<file path="src/rtl/nav_pkg.sv">
// -----------------------------------------------------------------------------
// nav_pkg
//
// Shared definitions for the navigation sensor samplers.
//
// Contents:
//   CH_W          width of one sensor channel value
//   PTR_W         width of the channel pointer (supports up to 8 channels)
//   CNT_W         width of the per-channel stability counter
//   scan_state_e  scan controller state encoding
//   sat_inc()     saturating increment for the stability counters
// -----------------------------------------------------------------------------
package nav_pkg;

  localparam int CH_W  = 8;
  localparam int PTR_W = 3;
  localparam int CNT_W = 4;

  typedef enum logic [1:0] {
    ST_IDLE   = 2'd0,  // scanning disabled
    ST_WAIT   = 2'd1,  // waiting for the next prescaler tick
    ST_SAMPLE = 2'd2,  // capture the selected channel
    ST_EVAL   = 2'd3   // qualify the captured value and advance the pointer
  } scan_state_e;

  // Increment v but never beyond lim, so a counter held at its limit stays
  // there instead of wrapping back to a small value.
  function automatic logic [CNT_W-1:0] sat_inc(input logic [CNT_W-1:0] v,
                                               input logic [CNT_W-1:0] lim);
    return (v >= lim) ? lim : v + CNT_W'(1);
  endfunction

endpackage : nav_pkg

</file>
<file path="src/rtl/scan_tick_gen.sv">
// -----------------------------------------------------------------------------
// scan_tick_gen
//
// Prescaler that produces a one-cycle TICK every DIV cycles while ENABLE is
// high. The count runs 0..DIV-1; TICK is asserted during the terminal count
// and the count then wraps to 0. Dropping ENABLE clears the count, so the
// first TICK after ENABLE rises always comes a full period later.
//
// Ports:
//   SCLK    in   system clock, rising edge
//   RST_N   in   asynchronous active-low reset
//   ENABLE  in   counting allowed
//   TICK    out  one-cycle pulse at terminal count
// -----------------------------------------------------------------------------
module scan_tick_gen #(
  parameter int DIV = 1000
) (
  input  logic SCLK,
  input  logic RST_N,
  input  logic ENABLE,
  output logic TICK
);

  localparam int CNT_BITS = (DIV > 1) ? $clog2(DIV) : 1;
  localparam logic [CNT_BITS-1:0] TERM = CNT_BITS'(DIV - 1);

  logic [CNT_BITS-1:0] cnt_q;
  logic [CNT_BITS-1:0] cnt_d;

  always_comb begin
    TICK  = ENABLE && (cnt_q == TERM);
    cnt_d = '0;
    if (ENABLE && !TICK) begin
      cnt_d = cnt_q + CNT_BITS'(1);
    end
  end

  // NOTE: state registers use non-blocking assignments so every flop samples
  // the pre-edge value of every other flop, independent of process order.
  always_ff @(posedge SCLK or negedge RST_N) begin
    if (!RST_N) begin
      cnt_q <= '0;
    end else begin
      cnt_q <= cnt_d;
    end
  end

endmodule : scan_tick_gen

</file>
<file path="src/rtl/nav_sensor_scan_ctrl.sv">
// -----------------------------------------------------------------------------
// nav_sensor_scan_ctrl
//
// Round-robin scan controller sharing one compare/qualify datapath across
// NUM_CH 8-bit sensor channels. On each prescaler tick one channel is
// sampled (SAMPLE) and qualified (EVAL). A channel's committed output only
// changes after STABLE_CNT consecutive identical samples of that channel, and
// only if the stable value differs from what is already committed.
//
// Timing: TICK at t -> SAMPLE at t+1 -> EVAL at t+2 -> CH_OUT/UPD at t+3.
// CH_IN is captured once per slot and must already be synchronized upstream.
//
// Ports:
//   SCLK    in   system clock, rising edge
//   RST_N   in   asynchronous active-low reset
//   ENABLE  in   scanning allowed (a started slot always completes)
//   CH_IN   in   raw channel values, channel k at [8k+7:8k]
//   CH_OUT  out  committed stable values, same packing
//   UPD     out  one-cycle pulse: a committed value changed
//   UPD_CH  out  index of the channel that changed, valid with UPD
//   BUSY    out  high in SAMPLE and EVAL
// -----------------------------------------------------------------------------
module nav_sensor_scan_ctrl
  import nav_pkg::*;
#(
  parameter int NUM_CH     = 4,     // 2..8
  parameter int SAMPLE_DIV = 1000,  // >= 4
  parameter int STABLE_CNT = 3      // 2..15
) (
  input  logic                     SCLK,
  input  logic                     RST_N,
  input  logic                     ENABLE,
  input  logic [NUM_CH*CH_W-1:0]   CH_IN,
  output logic [NUM_CH*CH_W-1:0]   CH_OUT,
  output logic                     UPD,
  output logic [PTR_W-1:0]         UPD_CH,
  output logic                     BUSY
);

  localparam logic [CNT_W-1:0] STABLE_LIM = CNT_W'(STABLE_CNT);
  localparam logic [PTR_W-1:0] LAST_CH    = PTR_W'(NUM_CH - 1);

  // ---------------------------------------------------------------------------
  // Scan tick
  // ---------------------------------------------------------------------------
  logic tick;

  scan_tick_gen #(
    .DIV (SAMPLE_DIV)
  ) u_tick (
    .SCLK   (SCLK),
    .RST_N  (RST_N),
    .ENABLE (ENABLE),
    .TICK   (tick)
  );

  // ---------------------------------------------------------------------------
  // State
  // ---------------------------------------------------------------------------
  scan_state_e          state_q, state_d;
  logic [PTR_W-1:0]     ptr_q, ptr_d;
  logic [CH_W-1:0]      sample_q, sample_d;
  logic                 upd_q, upd_d;
  logic [PTR_W-1:0]     upd_ch_q, upd_ch_d;

  logic [CH_W-1:0]      last_raw_q [NUM_CH];
  logic [CNT_W-1:0]     cnt_q      [NUM_CH];
  logic [CH_W-1:0]      ch_out_q   [NUM_CH];

  // ---------------------------------------------------------------------------
  // Shared datapath: select the channel under the pointer, then qualify.
  // Selection is a compare-per-channel mux so a pointer value >= NUM_CH can
  // never address a non-existent channel.
  // ---------------------------------------------------------------------------
  logic [CH_W-1:0]  raw_sel;
  logic [CH_W-1:0]  last_sel;
  logic [CNT_W-1:0] cnt_sel;
  logic [CH_W-1:0]  out_sel;
  logic [CNT_W-1:0] cnt_new;
  logic             commit;

  // NOTE: every signal driven here gets a default before any branch, so no
  // path leaves it unassigned and no latch is inferred.
  always_comb begin
    raw_sel  = '0;
    last_sel = '0;
    cnt_sel  = '0;
    out_sel  = '0;
    for (int k = 0; k < NUM_CH; k++) begin
      if (ptr_q == PTR_W'(k)) begin
        raw_sel  = CH_IN[k*CH_W +: CH_W];
        last_sel = last_raw_q[k];
        cnt_sel  = cnt_q[k];
        out_sel  = ch_out_q[k];
      end
    end

    // A differing sample restarts the run at 1; a matching one extends it.
    if (sample_q == last_sel) begin
      cnt_new = sat_inc(cnt_sel, STABLE_LIM);
    end else begin
      cnt_new = CNT_W'(1);
    end

    // Commit only on a fully qualified value that is actually new.
    commit = (cnt_new == STABLE_LIM) && (sample_q != out_sel);
  end

  // ---------------------------------------------------------------------------
  // FSM next state and slot control
  // ---------------------------------------------------------------------------
  always_comb begin
    state_d  = state_q;
    ptr_d    = ptr_q;
    sample_d = sample_q;
    upd_d    = 1'b0;
    upd_ch_d = upd_ch_q;

    unique case (state_q)
      ST_IDLE: begin
        if (ENABLE) begin
          state_d = ST_WAIT;
        end
      end

      ST_WAIT: begin
        if (!ENABLE) begin
          state_d = ST_IDLE;
        end else if (tick) begin
          state_d = ST_SAMPLE;
        end
      end

      // ENABLE is ignored here and in EVAL: a started slot runs to the end.
      ST_SAMPLE: begin
        sample_d = raw_sel;
        state_d  = ST_EVAL;
      end

      ST_EVAL: begin
        upd_d = commit;
        if (commit) begin
          upd_ch_d = ptr_q;
        end
        ptr_d   = (ptr_q == LAST_CH) ? '0 : ptr_q + PTR_W'(1);
        state_d = ENABLE ? ST_WAIT : ST_IDLE;
      end

      default: state_d = ST_IDLE;
    endcase
  end

  always_ff @(posedge SCLK or negedge RST_N) begin
    if (!RST_N) begin
      state_q  <= ST_IDLE;
      ptr_q    <= '0;
      sample_q <= '0;
      upd_q    <= 1'b0;
      upd_ch_q <= '0;
    end else begin
      state_q  <= state_d;
      ptr_q    <= ptr_d;
      sample_q <= sample_d;
      upd_q    <= upd_d;
      upd_ch_q <= upd_ch_d;
    end
  end

  // ---------------------------------------------------------------------------
  // Per-channel registers: only the channel under the pointer is written,
  // and only in EVAL.
  // ---------------------------------------------------------------------------
  // NOTE: these arrays are small flop banks (not RAM) whose contents must be
  // known after reset, so they are reset like any other state register.
  always_ff @(posedge SCLK or negedge RST_N) begin
    if (!RST_N) begin
      for (int k = 0; k < NUM_CH; k++) begin
        last_raw_q[k] <= '0;
        cnt_q[k]      <= '0;
        ch_out_q[k]   <= '0;
      end
    end else if (state_q == ST_EVAL) begin
      for (int k = 0; k < NUM_CH; k++) begin
        if (ptr_q == PTR_W'(k)) begin
          last_raw_q[k] <= sample_q;
          cnt_q[k]      <= cnt_new;
          if (commit) begin
            ch_out_q[k] <= sample_q;
          end
        end
      end
    end
  end

  // ---------------------------------------------------------------------------
  // Outputs
  // ---------------------------------------------------------------------------
  for (genvar g = 0; g < NUM_CH; g++) begin : g_pack
    assign CH_OUT[g*CH_W +: CH_W] = ch_out_q[g];
  end

  assign UPD    = upd_q;
  assign UPD_CH = upd_ch_q;
  assign BUSY   = (state_q == ST_SAMPLE) || (state_q == ST_EVAL);

endmodule : nav_sensor_scan_ctrl

</file>
<file path="config.mk">
export PLATFORM = sky130hd
export DESIGN_NAME = nav_sensor_scan_ctrl
export DESIGN_NICKNAME = d
export VERILOG_FILES = /design/src/rtl/nav_pkg.sv /design/src/rtl/scan_tick_gen.sv /design/src/rtl/nav_sensor_scan_ctrl.sv
export SDC_FILE = /design/constraint.sdc
export NUM_CORES = 1
export LEC_CHECK = 0
export BUFFER_PORTS_ARGS = -buffer_cell sky130_fd_sc_hd__buf_2
export CORE_AREA = 2 2 113 104
export DETAILED_ROUTE_END_ITERATION = 16
export DIE_AREA = 0 0 115 106
export GPL_TIMING_DRIVEN = 0
export PLACE_DENSITY = 0.83
export REMOVE_ABC_BUFFERS = 1
export SETUP_SLACK_MARGIN = 0.02
export SLEW_MARGIN = 15
export SYNTH_ARGS = -nofsm -noshare
export SYNTH_HDL_FRONTEND = slang
export SYNTH_SLANG_ARGS = --single-unit
</file>
<file path="constraint.sdc">
create_clock -name SCLK -period 3.95 [get_ports SCLK]
set_input_delay 0.79 -clock SCLK [delete_from_list [all_inputs] [get_ports SCLK]]
set_output_delay 0.79 -clock SCLK [all_outputs]
set_load 0.03 [all_outputs]
</file>
==> flow_metrics.tcl <==
set metrics [dict create \
    status "finished, final reports clean" \
    skew_ns 0.0113 \
    cts.sinks 107 \
    ys.warnings.count 0 \
    timing.setup.tns_ns 0 \
    core.rowCount 37 \
    cts-root-buf "clkbuf_16" \
    firstDrtPassIters 7 \
    avgViaCountPerCell 6.48 \
    worstPathMaxFanout 20 \
    worstPathCellList "ha_4 > inv_1 > nor2_4 > buf_6 > o21ai_0 > ha_1 > inv_1 > o21ai_0 > o21ai_2 > nor3_1 > mux2_2" \
    slowest_delay_ns 0.54 \
    synth-main-ff-cell "dfrtp_1" \
    die_area_um2 12200 \
    syn_area_um2 5670 \
    ys_types 69 \
    cpMaxStageDelayCell "dfrtp_1" \
    worstSetupPathType "flop to flop" \
    diodes 0 \
    ys_async_sr_fraction_pct 100 \
    power_density_nw_per_um2 320 \
    yosysSeqAreaShare_pct 47.2 \
    dp_hpwl_mm 9.56 \
    avgSynthCellArea_um2 10.4 \
    coreArea_um2 11100 \
    drive_gt1_share_pct 28.4 \
    ff2ff_setup_slack_ns 0.16 \
    end_kind "flop" \
    wl_mm 15.7 \
    fillers 882 \
    leakagePower_nw 3.09 \
    fin_nets 642 \
    port_buffers 71 \
    dpl.cell_count 711 \
    initial_core_util_pct 51.0 \
    crit_required_ns 4.19 \
    drc 0 \
    vias 4810 \
    grt_antenna_before_repair 0 \
    finalCritPeriodShare_pct 96.0 \
    arrival_ns 4.03 \
    final_cells 742 \
    grt.overflow.total 0 \
    slew_headroom_pct 34.9 \
    fmaxAchievable_mhz 264 \
    dieHeight_um 106 \
    clockBufferDepth 2 \
    startpoint_type "flop" \
    cts_inserted_buffers 9 \
    grt_pass1_vias 4638 \
    grtUsageTotal_pct 24.9 \
    seq_area_um2 2680 \
    period_minus_slack_ns 3.79 \
    grt_max_degree 58 \
    postRouteAntennaNets 0 \
    worst_pin_slew_ns 0.973 \
    path_clk_slew_ns 0.07 \
    grt_pass1_wl_mm 23.7 \
    gp_congestion 0.907 \
    pin_count 72 \
    min-delay-path-class "primary input to asynchronous set/reset pin" \
    finalMaxSlewViolations 0 \
    maxCapViolCount 0 \
    drt-initial-drc-count 679 \
    synth-edff-count 0 \
    synth_seq_cells 107 \
    setup_viol 0 \
    cts_tree "built" \
    htreeDepth 3 \
    insertion_delay_ns 0.35 \
    die_w_um 115 \
    peakVddDrop_v 0.000217 \
    layout-area-overhead-vs-synth_pct 15.4 \
    hold_viol 0 \
    synthCells 543 \
    wl_per_cell_um 21.2 \
    multi_input_comb_area_um2 2780 \
    rsz0062_at_grt "false" \
]
## critical path: cells and delay by family (launching register included)
family / cells / cell delay (ns)
mux: 1 / 0.40
simple gates: 2 / 0.78
buf+inv: 3 / 0.45
flops: 1 / 0.54
fa+ha+maj: 2 / 0.65
compound gates: 3 / 0.84
## sequential cells by signal, summed over array words and instances (netlist names), named ones only
| register | count |
|---|---|
| ptr_q | 3 |
| last_raw_q | 32 |
| cnt_q | 16 |
| CH_OUT | 32 |
| state_q | 1 |
| UPD | 1 |
| u_tick.cnt_q | 10 |
| sample_q | 8 |
| UPD_CH | 3 |
## cell usage after synthesis, drive strengths merged, types with 2 or more instances
cell | number | area [um^2]
or4 | 3 | 22.5
o22ai | 3 | 18.8
a221o | 3 | 30.0
nor3 | 19 | 129
o31a | 2 | 17.5
a211oi | 8 | 65.1
a2111oi | 6 | 52.6
a31oi | 3 | 18.8
buf | 21 | 140
o21a | 2 | 15.0
mux2i | 3 | 30.0
nor3b | 6 | 61.3
inv | 19 | 71.3
nand2b | 7 | 43.8
o41ai | 2 | 17.5
a22o | 2 | 17.5
dfrtp | 107 | 2680
or3 | 3 | 18.8
and3 | 2 | 12.5
nor2 | 33 | 124
and2 | 10 | 62.6
a221oi | 16 | 146
o2111ai | 3 | 26.3
o31ai | 3 | 36.3
nand2 | 47 | 176
o21ai | 46 | 234
xnor2 | 9 | 78.8
nand4 | 3 | 18.8
nand3 | 6 | 30.0
mux2 | 49 | 574
ha | 6 | 75.1
xor2 | 11 | 96.3
o211ai | 2 | 28.8
a21oi | 18 | 90.1
nor2b | 11 | 76.3
a22oi | 4 | 30.0
clkbuf | 20 | 75.1
a222oi | 8 | 80.1
## metal layers
layer	global-route usage (%)	vias up	wire length [um]
li1	-	2093	-
met1	33.9	2356	6380
met2	38.6	307	7330
met3	6.61	54	1600
met4	8.52	0	397
met5	0	-	0
## cells in the final DEF (no fill, tap or decap), types with 4 or more instances in the layout
master      count
a2111oi_0       6
a211oi_1        7
a21oi_1        18
a221oi_1       15
a222oi_1        8
a22oi_1         4
and2_1         10
buf_2          70
buf_4           9
clkbuf_16       9
clkinvlp_4      5
dfrtp_1       106
inv_1          17
mux2_2         43
mux2_4          6
nand2_1        47
nand2b_1        7
nand3_1         6
nor2_1         32
nor2b_1         9
nor3_1         16
nor3b_1         4
o21ai_0        44
xnor2_1         9
xor2_1         11
## where the power goes
group	leakage (nW)	switching [mW]	total, mW	internal, mW
clock	0.128	0.401	0.865	0.463
combinational	1.52	0.0577	0.0983	0.0406
sequential	1.44	0.0274	1.13	1.11
total	3.09	0.487	2.10	1.61
## path summary, 6_finish.rpt
check	from	to	cells after the start
max	ptr_q[0]$_DFFE_PN0P_	UPD_CH[0]$_DFFE_PN0P_	11
min	RST_N	last_raw_q[5]$_DFFE_PN0P_	1
max reg2reg	ptr_q[0]$_DFFE_PN0P_	UPD_CH[0]$_DFFE_PN0P_	11
min reg2reg	u_tick.cnt_q[0]$_DFF_PN0_	u_tick.cnt_q[0]$_DFF_PN0_	1
max in group asynchronous	RST_N	ptr_q[2]$_DFFE_PN0P_	2
min in group SCLK	u_tick.cnt_q[0]$_DFF_PN0_	u_tick.cnt_q[0]$_DFF_PN0_	1
## cell type report
cell class,instances,share of cell area (%)
Clock buffer,13,3.98
Inverter,19,1.20
Multi-Input combinational cell,377,42.4
Tap cell,136,2.60
Sequential cell,107,41.0
Timing Repair Buffer,87,8.47
Clock inverter,3,0.344
## what timing repair did
action | CTS | global route
hold buffers | 0 | 0
gates resized for setup | 8 | 6
pin swaps | 0 | 3
gates cloned | 0 | 1
setup endpoints to repair | 35 | 34
buffers inserted | 2 | 12
## kinds of logic (layout without fill, tap and decap cells)
family,Yosys count,count (layout),synth area share [%]
adders and majority gates,6,6,1.32
muxes,52,52,10.7
AOI/OAI and AO/OA,142,142,18.1
xor gates and xnor gates,20,20,3.09
DFF,107,107,47.2
and+or+nand+nor,156,157,14.6
buffers and inverters,60,122,5.05
## stage by stage
stage	setup slack (ns)	hold slack [ns]	instance area, um^2	utilization (%)	power [mW]
2_1_floorplan	0.235	0.425	5450	-	1.19
3_3_place_gp	-1.05	0.440	5980	53.8	1.24
3_5_place_dp	-0.629	0.465	6030	54.3	1.25
4_1_cts	0.0327	0.400	6360	57.3	2.10
5_1_grt	0.00536	0.418	6550	58.9	2.16
6_report	0.158	0.378	6550	58.9	2.10
No activity file was read; power rests on OpenSTA's default activity.
